==> config.mk <==
export PLATFORM = sky130hd
export DESIGN_NAME = pipelined_adder
export DESIGN_NICKNAME = d
export VERILOG_FILES = /design/src/rtl/pipelined_adder.sv
export SDC_FILE = /design/constraint.sdc
export NUM_CORES = 1
export LEC_CHECK = 0
export BUFFER_PORTS_ARGS = -buffer_cell sky130_fd_sc_hd__buf_4
export CORE_ASPECT_RATIO = 0.9
export CORE_MARGIN = 2
export CORE_UTILIZATION = 59
export CTS_CLUSTER_SIZE = 10
export DETAILED_ROUTE_END_ITERATION = 8
export PLACE_DENSITY = 0.85
export SKIP_LAST_GASP = 1
export SLEW_MARGIN = 20
export SYNTH_ARGS = -nofsm -noshare
export SYNTH_HDL_FRONTEND = slang
export SYNTH_SLANG_ARGS = --single-unit
==> constraint.sdc <==
create_clock -name clk -period 4.2 [get_ports clk]
set_clock_uncertainty 0.05 [all_clocks]
set_input_delay 0.42 -clock clk [delete_from_list [all_inputs] [get_ports clk]]
set_output_delay 0.42 -clock clk [all_outputs]
set_load 0.03 [all_outputs]
==> src/rtl/pipelined_adder.sv <==
`default_nettype none
// pipelined_adder -- WIDTH-bit add/sub split into STAGES carry-chained slices, valid/ready with backpressure.
// Rev 1.0
module pipelined_adder #(
  parameter int WIDTH  = 16,
  parameter int STAGES = 2
) (
  input  logic             clk,
  input  logic             reset,
  input  logic             io_in_valid,
  output logic             io_in_ready,
  input  logic [WIDTH-1:0] io_a,
  input  logic [WIDTH-1:0] io_b,
  input  logic [1:0]       io_op,
  input  logic             io_cin,
  output logic             io_out_valid,
  input  logic             io_out_ready,
  output logic [WIDTH-1:0] io_c,
  output logic             io_cout,
  output logic             io_ovf
);

  localparam int SLICE = WIDTH / STAGES;

  localparam logic [1:0] OP_ADD  = 2'b00;
  localparam logic [1:0] OP_SUB  = 2'b01;
  localparam logic [1:0] OP_ADC  = 2'b10;
  localparam logic [1:0] OP_RSUB = 2'b11;

  logic             vld_q   [STAGES];
  logic [WIDTH-1:0] a_q     [STAGES];
  logic [WIDTH-1:0] b_q     [STAGES];
  logic [WIDTH-1:0] sum_q   [STAGES];
  logic             carry_q [STAGES];
  logic             ovf_q   [STAGES];

  logic             stall;
  logic [WIDTH-1:0] a_map;
  logic [WIDTH-1:0] b_map;
  logic             cin_map;

  // Subtractions become additions of an inverted operand plus one.
  always_comb begin
    a_map   = io_a;
    b_map   = io_b;
    cin_map = 1'b0;
    case (io_op)
      OP_ADD:  cin_map = 1'b0;
      OP_SUB: begin
        b_map   = ~io_b;
        cin_map = 1'b1;
      end
      OP_ADC:  cin_map = io_cin;
      OP_RSUB: begin
        a_map   = io_b;
        b_map   = ~io_a;
        cin_map = 1'b1;
      end
      default: cin_map = 1'b0;
    endcase
  end

  assign stall       = vld_q[STAGES-1] && !io_out_ready;
  assign io_in_ready = !stall;

  for (genvar k = 0; k < STAGES; k++) begin : g_stage
    logic             vld_in;
    logic [WIDTH-1:0] a_in;
    logic [WIDTH-1:0] b_in;
    logic [WIDTH-1:0] sum_in;
    logic             c_in;
    logic [SLICE:0]   slice_add;
    logic [WIDTH-1:0] sum_next;
    logic             ovf_next;

    if (k == 0) begin : g_first
      assign vld_in = io_in_valid && io_in_ready;
      assign a_in   = a_map;
      assign b_in   = b_map;
      assign sum_in = '0;
      assign c_in   = cin_map;
    end else begin : g_next
      assign vld_in = vld_q[k-1];
      assign a_in   = a_q[k-1];
      assign b_in   = b_q[k-1];
      assign sum_in = sum_q[k-1];
      assign c_in   = carry_q[k-1];
    end

    // Only meaningful in the last stage, where this slice holds the MSB.
    always_comb begin
      slice_add = {1'b0, a_in[k*SLICE +: SLICE]} + {1'b0, b_in[k*SLICE +: SLICE]}
                + {{SLICE{1'b0}}, c_in};
      sum_next  = sum_in;
      sum_next[k*SLICE +: SLICE] = slice_add[SLICE-1:0];
      ovf_next  = a_in[WIDTH-1] ^ b_in[WIDTH-1] ^ slice_add[SLICE-1] ^ slice_add[SLICE];
    end

    // Data loads only with a valid item so idle outputs keep the last result.
    always_ff @(posedge clk) begin
      if (reset) begin
        vld_q[k]   <= 1'b0;
        a_q[k]     <= '0;
        b_q[k]     <= '0;
        sum_q[k]   <= '0;
        carry_q[k] <= 1'b0;
        ovf_q[k]   <= 1'b0;
      end else if (!stall) begin
        vld_q[k] <= vld_in;
        if (vld_in) begin
          a_q[k]     <= a_in;
          b_q[k]     <= b_in;
          sum_q[k]   <= sum_next;
          carry_q[k] <= slice_add[SLICE];
          ovf_q[k]   <= ovf_next;
        end
      end
    end
  end

  assign io_out_valid = vld_q[STAGES-1];
  assign io_c         = sum_q[STAGES-1];
  assign io_cout      = carry_q[STAGES-1];
  assign io_ovf       = ovf_q[STAGES-1];

endmodule
`default_nettype wire

==> metrics.md, run 1 <==
| Metric | Value |
|---|---|
| Post-synthesis cell area | `2830 sq um` |
| Pint | `0.846 mW` |
| FMAX | `roughly 320 MHz` |
| Die extent in y | `between 60 and 70 um` |
| Worst Tran Pin Value | `0.942 ns` |
| Row count | `23` |
| CP Launch Type | `input pin` |
| Avg Cell Area, Syn | `around 11 sq um` |
| Tightest Hold Check Type | `input pin to flop` |
| P_leak | `around 1.6 nW` |
| Max FO, Critical Path | `19` |
| Met2 Use GR | `29.7%` |
| Worst hold path depth | `3` |
| Remaining DRCs | `0` |
| Max_cap viols | `0` |
| R2R cell count | `9` |
| Most Used Layer, Global Route | `met2` |
| Final Hold Fails | `0` |
| CTS root buffer | `clkbuf_8` |
| Cts hold-fix bufs | `0` |
| Vias in the first global route | `1799` |
| Core Footprint | `4550 sq um` |
| WP data required | `between 4 and 5 ns` |
| Reg2reg start | `carry_q[0]` |
| NetSw | `between 0.3 and 0.4 mW` |
| Crit share post-route | `74.9%` |
| Clk pwr share | `27.5%` |
| Synth Net Count | `325` |
| Port-buffer cells | `58` |
| Post-CTS Setup Repair Bufs | `0` |
| Initial Utilization | `between 60 and 70%` |
| Netlist cell types | `36` |
| WL/cell | `13.0 um` |
| Hold endpoint | `b_q[0][14]` |
| DIE AREA | `5370 sq um` |
| Commonest non-fill, non-tap cell in the layout | `buf_4` |
| Grt ovf | `0` |
| Non-filler cells, final | `around 390` |
| Diodes inserted | `0` |
| Min-delay src | `io_b[14]` |
| Combinational share of power | `around 25%` |
| First-pass iteration count of the detailed router | `4` |
| Commonest non-fill, non-tap cells in the layout | `buf_4 (58), nand2_1 (45), edfxtp_1 (45)` |
| Routed wire length | `5000 um` |
| Worst-path clk slew | `0.08 ns` |
| Switching part of the total power | `27.3%` |
| R2R Path End | `ovf_q[1]` |
| Crit. End Element | `flop` |
| Tmin final | `3.15 ns` |
| Slew Limit Fails | `0` |
| Fin area | `3410 sq um` |
| Critical path class | `input pin to flop` |
| Post-layout nets | `380` |
| Global-route wire length before repair | `8250 um` |
| DR vias/cell | `approximately 5.2` |
| Layout cells sized above 1 | `24.1%` |
| Final Setup Violations | `0` |
| Reg power frac | `47.3%` |
| Crit path DAT | `3.27 ns` |
| RSZ-0062 raised after global routing | `no` |
| CTS H-tree lvls | `2` |
| Placed Area | `3300 sq um` |
| Met3 Resource Use GR | `approximately 3.6%` |
| Power per Cell Area | `341 nW/um^2` |
| DP Wirelength | `3780 um` |
| Post-cts resize count | `0` |
| Initial antenna violation count | `0` |
| Fin Setup TNS | `0 ns` |
| Post-synthesis sequential area ratio | `47.7%` |
| Slack of the worst reg-to-reg path | `1.92 ns` |
| Area Growth Syn to Fin | `20.3%` |
| Placed cell count | `378` |
| TritonCTS clock tree | `done` |
| Outcome | `complete, no violations` |
| Synth Warn # | `0` |
| Worst slew margin | `37.2%` |
| Largest net degree at the start of global routing | `27` |
| # clock sinks | `45` |
| Met1 global-route usage | `27.6%` |
| Syn Inst Count | `268` |
| Die W | `between 70 and 80 um` |
| First DRT Iteration DRCs | `94` |
| Worst vdd ir | `just over 0.0002 V` |
| Remaining antenna violation count | `0` |
| Total track usage | `19.4%` |
| I/O pin count | `59` |
| Routed vias | `2014` |
| Total CTS buffers | `5` |
| Clk_lat worst skew | `0.30 ns` |
| Clock buffer depth | `2` |
| Placer Congestion | `0.858` |
| FF+latch count, synth | `between 40 and 50` |
[sequential cells by signal (all words and copies together) (netlist names)]
register and flops:
sum_q 24, a_q 8, b_q 8, carry_q 2
vld_q 2, ovf_q 1
[area by class of cell]
cell class / instances / area (sq um)
clock inverter: 2 / 38.8
inverter: 11 / 41.3
sequential: 45 / 1350
timing repair buffer: 58 / 435
fill: 344 / 1140
multi-input combinational: 202 / 1390
clock buffer: 6 / 72.6
tap: 62 / 77.6
[cells in the mapped netlist, drive strengths merged]
cell type / n / area share [%]
a211oi: 5 / 1.3
nor3b: 1 / 0.27
inv: 11 / 1.5
ha: 14 / 6.2
a21o: 3 / 0.80
o21a: 6 / 1.6
o22ai: 1 / 0.44
nand3b: 3 / 1.1
o21bai: 1 / 0.27
a21oi: 12 / 2.1
a21boi: 1 / 0.27
nor3: 8 / 1.4
buf: 7 / 1.3
and2: 10 / 2.2
fa: 4 / 2.8
o21ai: 8 / 1.4
a31oi: 1 / 0.22
nor2: 27 / 3.6
nand2: 45 / 6.0
or2: 1 / 0.22
or4: 1 / 0.40
edfxtp: 45 / 48
nand2b: 1 / 0.22
nor4: 1 / 0.22
xnor2: 2 / 0.62
xor2: 3 / 0.93
o221ai: 1 / 0.31
nor2b: 4 / 0.88
mux2: 8 / 3.2
o31a: 2 / 0.62
clkbuf: 3 / 0.40
mux2i: 26 / 9.2
nand3: 2 / 0.35
[stage by stage]
step	setup slack [ns]	util, %	hold slack [ns]	total power [mW]
floorplan	1.22	-	0.447	0.762
global placement	0.896	72.5	0.453	0.843
detailed placement	0.791	72.5	0.452	0.851
CTS	1.10	74.9	0.394	1.17
global route	0.910	74.9	0.406	1.22
finish	1.05	74.9	0.401	1.16
[logic make-up after synthesis]
kind of cell,Yosys count,share of synthesized area [%]
and+or+nand+nor,104,16.8
DFF,45,47.7
AOI/OAI and AO/OA,41,9.37
muxes,34,12.4
buffers and inverters,21,3.18
adders and majority gates,18,9.01
xor gates and xnor gates,5,1.55
[how the worst max path moves through the flow]
stage	end	cells past startpoint	start	slack (ns)
after detailed placement	sum_q[0][6]	10	io_op[1]	0.79
after global placement	sum_q[0][6]	10	io_op[1]	0.90
after floorplan	sum_q[0][6]	11	io_op[1]	1.22
after CTS	sum_q[0][6]	10	io_op[1]	1.10
after global routing	sum_q[0][6]	10	io_op[1]	0.91
final	sum_q[0][6]	10	io_op[1]	1.05
[critical path, stage by stage]
cell	delay, ns
buf_4	0.27
nand2_1	0.41
mux2i_1	0.26
fa_1	0.50
fa_1	0.40
nor2b_1	0.18
o21ai_0	0.13
a21boi_1	0.26
mux2_2	0.38
nand2_1	0.06
[routing by layer]
| metal | wire length, um | up-vias |
|---|---|---|
| li1 | - | 1060 |
| met1 | 2400 | 888 |
| met2 | 2290 | 62 |
| met3 | 258 | 4 |
| met4 | 46 | 0 |
| met5 | 0 | - |
[power groups by stage]
stage	Combinational [mW]	Clock, mW	Sequential, mW
final	0.293	0.320	0.550
after global routing	0.323	0.341	0.555
after CTS	0.292	0.326	0.550
after detailed placement	0.290	0	0.560
after global placement	0.284	0	0.559
after floorplan	0.173	0	0.589
Power figures use the tool's default switching activity.
==> inputs of run 2 (changes only) <==
--- a/config.mk
+++ b/config.mk
@@ -8,10 +8,10 @@
 export BUFFER_PORTS_ARGS = -buffer_cell sky130_fd_sc_hd__buf_4
 export CORE_ASPECT_RATIO = 0.9
 export CORE_MARGIN = 2
-export CORE_UTILIZATION = 59
+export CORE_UTILIZATION = 55
 export CTS_CLUSTER_SIZE = 10
 export DETAILED_ROUTE_END_ITERATION = 8
-export PLACE_DENSITY = 0.85
+export PLACE_DENSITY = 0.8
 export SKIP_LAST_GASP = 1
 export SLEW_MARGIN = 20
 export SYNTH_ARGS = -nofsm -noshare
==> constraint.sdc (replaced) <==
create_clock -name clk -period 3.1 [get_ports clk]
set_clock_uncertainty 0.05 [all_clocks]
set_input_delay 0.31 -clock clk [delete_from_list [all_inputs] [get_ports clk]]
set_output_delay 0.31 -clock clk [all_outputs]
set_load 0.03 [all_outputs]
==> run 2 against run 1 <==
Sequential power up 35%. Register-to-register slack worse by 1.1 ns. Global-route usage about the same. Worst hold slack worse by 0.10 ns. First-iteration DRC count up 13%. Utilization down 4.9 points. Largest cell class unchanged. Clock power up 32%. Sequential cell count unchanged. Critical path depth unchanged. Largest power group unchanged. Combinational power up 37%.
==> metrics.md, run 2 (synthesized netlist as in run 1, its figures left out) <==
| Metric | Value |
|---|---|
| Cts hold-fix bufs | `0` |
| Switching part of the total power | `27.1%` |
| Placer Congestion | `0.855` |
| DIE AREA | `5740 sq um` |
| Post-placement worst setup slack | `0.195 ns` |
| Crit path DAT | `2.75 ns` |
| Area Growth Syn to Fin | `21.1%` |
| WP data required | `about 3.2 ns` |
| Pint | `1.15 mW` |
| Global-route wire length before repair | `approximately 8700 um` |
| Commonest non-fill, non-tap cell in the layout | `buf_4` |
| Setup ws final | `0.478 ns` |
| Post-cts resize count | `0` |
| Top flop regs | `sum_q: 24 flops, a_q: 8 flops, b_q: 8 flops` |
| Max FO, Critical Path | `19` |
| Clock buffer depth | `2` |
| WL/cell | `12.9 um` |
| Crit share post-route | `84.6%` |
| Final Setup Violations | `0` |
| Placed Area | `around 3300 sq um` |
| CTS root buffer | `clkbuf_8` |
| Remaining antenna violation count | `0` |
| Grt ovf | `0` |
| Final Hold Fails | `0` |
| Outcome | `complete, no violations` |
| Largest net degree at the start of global routing | `27` |
| Crit. End Element | `flop` |
| Total CTS buffers | `5` |
| Vias in the first global route | `1854` |
| Placed cell count | `around 380` |
| Core Footprint | `between 4000 and 5000 sq um` |
| Power per Cell Area | `458 nW/um^2` |
| I/O pin count | `59` |
| TritonCTS clock tree | `done` |
| Worst vdd ir | `roughly 0.00022 V` |
| Routed wire length | `slightly above 5000 um` |
| Fin Setup TNS | `0 ns` |
| Max_cap viols | `0` |
| Row count | `24` |
| Final core area utilization | `70.0%` |
| Worst-path clk slew | `roughly 0.08 ns` |
| First DRT Iteration DRCs | `106` |
| RSZ-0062 raised after global routing | `no` |
| FMAX | `381 MHz` |
| Tmin final | `2.62 ns` |
| Fin area | `3430 sq um` |
| Clk pwr share | `26.9%` |
| DP Wirelength | `3910 um` |
| CP Launch Type | `input pin` |
| Critical path class | `input pin to flop` |
| Reg power frac | `between 40% and 50%` |
| Die extent in y | `72.1 um` |
| Non-filler cells, final | `392` |
| Layout cells sized above 1 | `approximately a quarter` |
| CTS H-tree lvls | `2` |
| Slew Limit Fails | `0` |
| Tot Pwr | `1.57 mW` |
| Most flops, register | `sum_q` |
| Max FFs per register | `24` |
| Combinational share of power | `between 20 and 30%` |
| Routed vias | `2020` |
| Worst slew margin | `between 30% and 40%` |
| Post-layout nets | `383` |
| Worst Tran Pin Value | `0.907 ns` |
| DR vias/cell | `5.15` |
| Total track usage | `19.4%` |
| Post-CTS Setup Repair Bufs | `0` |
| Die W | `79.6 um` |
| Tightest Hold Check Type | `input pin to flop` |
| First-pass iteration count of the detailed router | `4` |
| # clock sinks | `between 40 and 50` |
| Port-buffer cells | `58` |
| NetSw | `approximately 0.42 mW` |
| Commonest non-fill, non-tap cells in the layout | `buf_4 (61), nand2_1 (45), edfxtp_1 (45)` |
| P_leak | `1.57 nW` |
| Initial Utilization | `57.8%` |
| Clk_lat worst skew | `0.30 ns` |
| Diodes inserted | `0` |
| Initial antenna violation count | `0` |
| Hold Slack | `0.298 ns` |
| Remaining DRCs | `0` |
-- run 2: cell count changes in the layout (fill, tap and decap cells not counted), sizes merged --
cell	delta
buf	+3
-- run 2: area by class of cell --
| class | instances | area (sq um) |
|---|---|---|
| clock buffer | 6 | 72.6 |
| clock inverter | 2 | 33.8 |
| fill | 369 | 1470 |
| inverter | 11 | 41.3 |
| multi-input combinational | 202 | 1390 |
| sequential | 45 | 1350 |
| tap | 65 | 81.3 |
| timing repair buffer | 61 | 458 |
-- run 2: final timing paths --
kind / depth (start not counted) / to / from / slack (ns)
min reg2reg: 1 / sum_q[1][0] / sum_q[0][0] / 0.47
max reg2reg: 9 / ovf_q[1] / carry_q[0] / 0.86
min: 2 / vld_q[1] / reset / 0.30
max: 10 / sum_q[0][6] / io_op[0] / 0.48
-- run 2: power by group through the flow --
stage	Combinational (mW)	Sequential, mW	Clock, mW
2_1_floorplan	0.234	0.798	0
3_3_place_gp	0.389	0.758	0
3_5_place_dp	0.399	0.760	0
4_1_cts	0.401	0.746	0.428
5_1_grt	0.446	0.752	0.445
6_report	0.402	0.745	0.423
-- run 2: per-layer routing --
| metal | vias to the layer above | track usage [%] | routed length [um] |
|---|---|---|---|
| met1 | 884 | 29.2 | 2450 |
| met5 | - | 0 | 0 |
| met3 | 6 | 3.73 | 293 |
| met2 | 63 | 28.4 | 2240 |
| met4 | 0 | 6.32 | 70 |
| li1 | 1067 | - | - |
-- run 2: worst max-delay path, cell delays in order --
cell      delay (ns)
buf_4           0.25
nand2_1         0.13
mux2i_1         0.16
fa_1            0.48
fa_1            0.41
nor2b_1         0.16
o21ai_0         0.13
a21boi_1        0.29
mux2_2          0.37
nand2_1         0.05
==> inputs of run 3 (changes only) <==
--- a/config.mk
+++ b/config.mk
@@ -8,10 +8,10 @@
 export BUFFER_PORTS_ARGS = -buffer_cell sky130_fd_sc_hd__buf_4
 export CORE_ASPECT_RATIO = 0.9
 export CORE_MARGIN = 2
-export CORE_UTILIZATION = 55
+export CORE_UTILIZATION = 50
 export CTS_CLUSTER_SIZE = 10
 export DETAILED_ROUTE_END_ITERATION = 8
-export PLACE_DENSITY = 0.8
+export PLACE_DENSITY = 0.77
 export SKIP_LAST_GASP = 1
 export SLEW_MARGIN = 20
 export SYNTH_ARGS = -nofsm -noshare
==> constraint.sdc (replaced) <==
create_clock -name clk -period 2.4 [get_ports clk]
set_clock_uncertainty 0.05 [all_clocks]
set_input_delay 0.24 -clock clk [delete_from_list [all_inputs] [get_ports clk]]
set_output_delay 0.24 -clock clk [all_outputs]
set_load 0.03 [all_outputs]
==> run 3 against run 2 <==
Cell area up 2.7%. Clock-buffer cell count down 1. Combinational power up 35%. Critical path type is now flop to flop. Largest power group unchanged.
==> metrics.md, run 3 (synthesized netlist as in run 1, its figures left out) <==
| Metric | Value |
|---|---|
| Post-CTS Setup Repair Bufs | `0` |
| FMAX | `452 MHz` |
| Power per Cell Area | `between 500 and 600 nW/um^2` |
| Placed cell count | `396` |
| Critical path class | `flop to flop` |
| Final core area utilization | `between 60% and 70%` |
| Max_cap viols | `0` |
| Reg power frac | `around 47%` |
| Worst-path clk slew | `roughly 0.08 ns` |
| Die extent in y | `75.4 um` |
| DR vias/cell | `5.13` |
| Post-layout nets | `393` |
| Slack of the worst reg-to-reg path | `around 0.19 ns` |
| Row count | `25` |
| Worst hold path depth | `3` |
| Top flop regs | `sum_q: 24 flops, a_q: 8 flops, b_q: 8 flops` |
| Largest net degree at the start of global routing | `27` |
| NetSw | `0.548 mW` |
| TritonCTS clock tree | `done` |
| Tightest Hold Check Type | `input pin to flop` |
| Most flops, register | `sum_q` |
| Commonest non-fill, non-tap cells in the layout | `buf_4 (71), edfxtp_1 (45), nand2_1 (44)` |
| Initial antenna violation count | `0` |
| Slew Limit Fails | `0` |
| Tmin final | `2.21 ns` |
| Worst slew margin | `between 50 and 60%` |
| Clk_lat worst skew | `0.29 ns` |
| R2R Path End | `ovf_q[1]` |
| Pint | `~1.5 mW` |
| R2R cell count | `9` |
| First DRT Iteration DRCs | `117` |
| Combinational share of power | `26.7%` |
| Fillers | `approximately 450` |
| Worst vdd ir | `0.000335 V` |
| Global-route wire length before repair | `around 8600 um` |
| I/O pin count | `59` |
| Routed vias | `2069` |
| Core Footprint | `5350 sq um` |
| P_leak | `between 1.5 and 2 nW` |
| Worst Tran Pin Value | `around 0.63 ns` |
| Final Setup Violations | `0` |
| Clk pwr share | `a little over a quarter` |
| CTS root buffer | `clkbuf_8` |
| Grt ovf | `0` |
| Max FFs per register | `24` |
| Final Hold Fails | `0` |
| DIE AREA | `6280 sq um` |
| Routed wire length | `5060 um` |
| Post-cts resize count | `0` |
| Port-buffer cells | `58` |
| Outcome | `complete, no violations` |
| Non-filler cells, final | `403` |
| Remaining antenna violation count | `0` |
| Clock buffer depth | `2` |
| RSZ-0062 raised after global routing | `no` |
| Crit path DAT | `2.21 ns` |
| Initial Utilization | `52.9%` |
| Area Growth Syn to Fin | `24.3%` |
| Die W | `83.3 um` |
| # clock sinks | `45` |
| WP data required | `2.40 ns` |
| Layout cells sized above 1 | `28.3%` |
| Hold endpoint | `b_q[0][13]` |
| Crit share post-route | `92.2%` |
| Total track usage | `between 10% and 20%` |
| Max FO, Critical Path | `3` |
| Reg2reg start | `carry_q[0]` |
| DP Wirelength | `3990 um` |
| Post-placement worst setup slack | `-0.0459 ns` |
| Setup ws final | `0.187 ns` |
| WL/cell | `about 13 um` |
| Vias in the first global route | `1847` |
| Placer Congestion | `0.892` |
| CTS H-tree lvls | `2` |
| Commonest non-fill, non-tap cell in the layout | `buf_4` |
| CP Launch Type | `flop` |
| Total CTS buffers | `5` |
| First-pass iteration count of the detailed router | `4` |
| Min-delay src | `io_b[13]` |
| Remaining DRCs | `0` |
| Cts hold-fix bufs | `0` |
| Diodes inserted | `0` |
| Switching part of the total power | `26.9%` |
| Crit. End Element | `flop` |
run 3: how the worst max path moves through the flow:
| stage | slack [ns] | cells after the start | endpoint | startpoint |
|---|---|---|---|---|
| finish | 0.19 | 9 | ovf_q[1] | carry_q[0] |
| global route | 0.05 | 9 | ovf_q[1] | carry_q[0] |
| CTS | 0.17 | 9 | ovf_q[1] | carry_q[0] |
| detailed placement | -0.05 | 11 | sum_q[0][7] | io_op[1] |
| global placement | 0.02 | 10 | sum_q[0][6] | io_op[1] |
| floorplan | -0.05 | 11 | sum_q[0][6] | io_op[1] |
run 3: through the flow:
stage	setup TNS [ns]	area (sq um)	hold WS (ns)	total power [mW]
after detailed placement	-0.0510	3420	0.451	1.52
after floorplan	-0.0486	2880	0.410	1.34
after CTS	0	3520	0.225	2.05
after global routing	0	3520	0.230	2.15
final	0	3520	0.229	2.04
after global placement	0	3420	0.455	1.51
run 3: layer usage:
metal  part of all wire [%]  wire (um)  GRT usage, %  up-vias
li1                       -          -             -     1095
met3                    5.6        285          3.36        8
met5                      0          0             0        -
met2                     42       2120          26.3       59
met4                    1.7         85          6.56        0
met1                     51       2580          24.7      907
run 3: power by group through the flow:
stage	combinational (mW)	clock, mW	sequential [mW]
2_1_floorplan	0.314	0	1.03
3_3_place_gp	0.530	0	0.979
3_5_place_dp	0.541	0	0.980
4_1_cts	0.543	0.548	0.963
5_1_grt	0.603	0.579	0.969
6_report	0.544	0.536	0.961
run 3: critical path: stages (launching register included):
cell	delay, ns
edfxtp_1	0.36
inv_1	0.08
fa_1	0.19
inv_1	0.06
fa_1	0.42
a211oi_1	0.29
nor2_1	0.12
o21ai_1	0.21
xnor2_1	0.14
nor2_1	0.05
run 3: cell type report:
class                           count  area, sq um  share of cell area [%]
Timing Repair Buffer               71          533                    15.1
Multi-Input combinational cell    202         1410                    40.0
Inverter                           11         41.3                    1.17
Clock inverter                      2         35.0                   0.995
Sequential cell                    45         1350                    38.4
Tap cell                           67         83.8                    2.38
Clock buffer                        5         68.8                    1.96
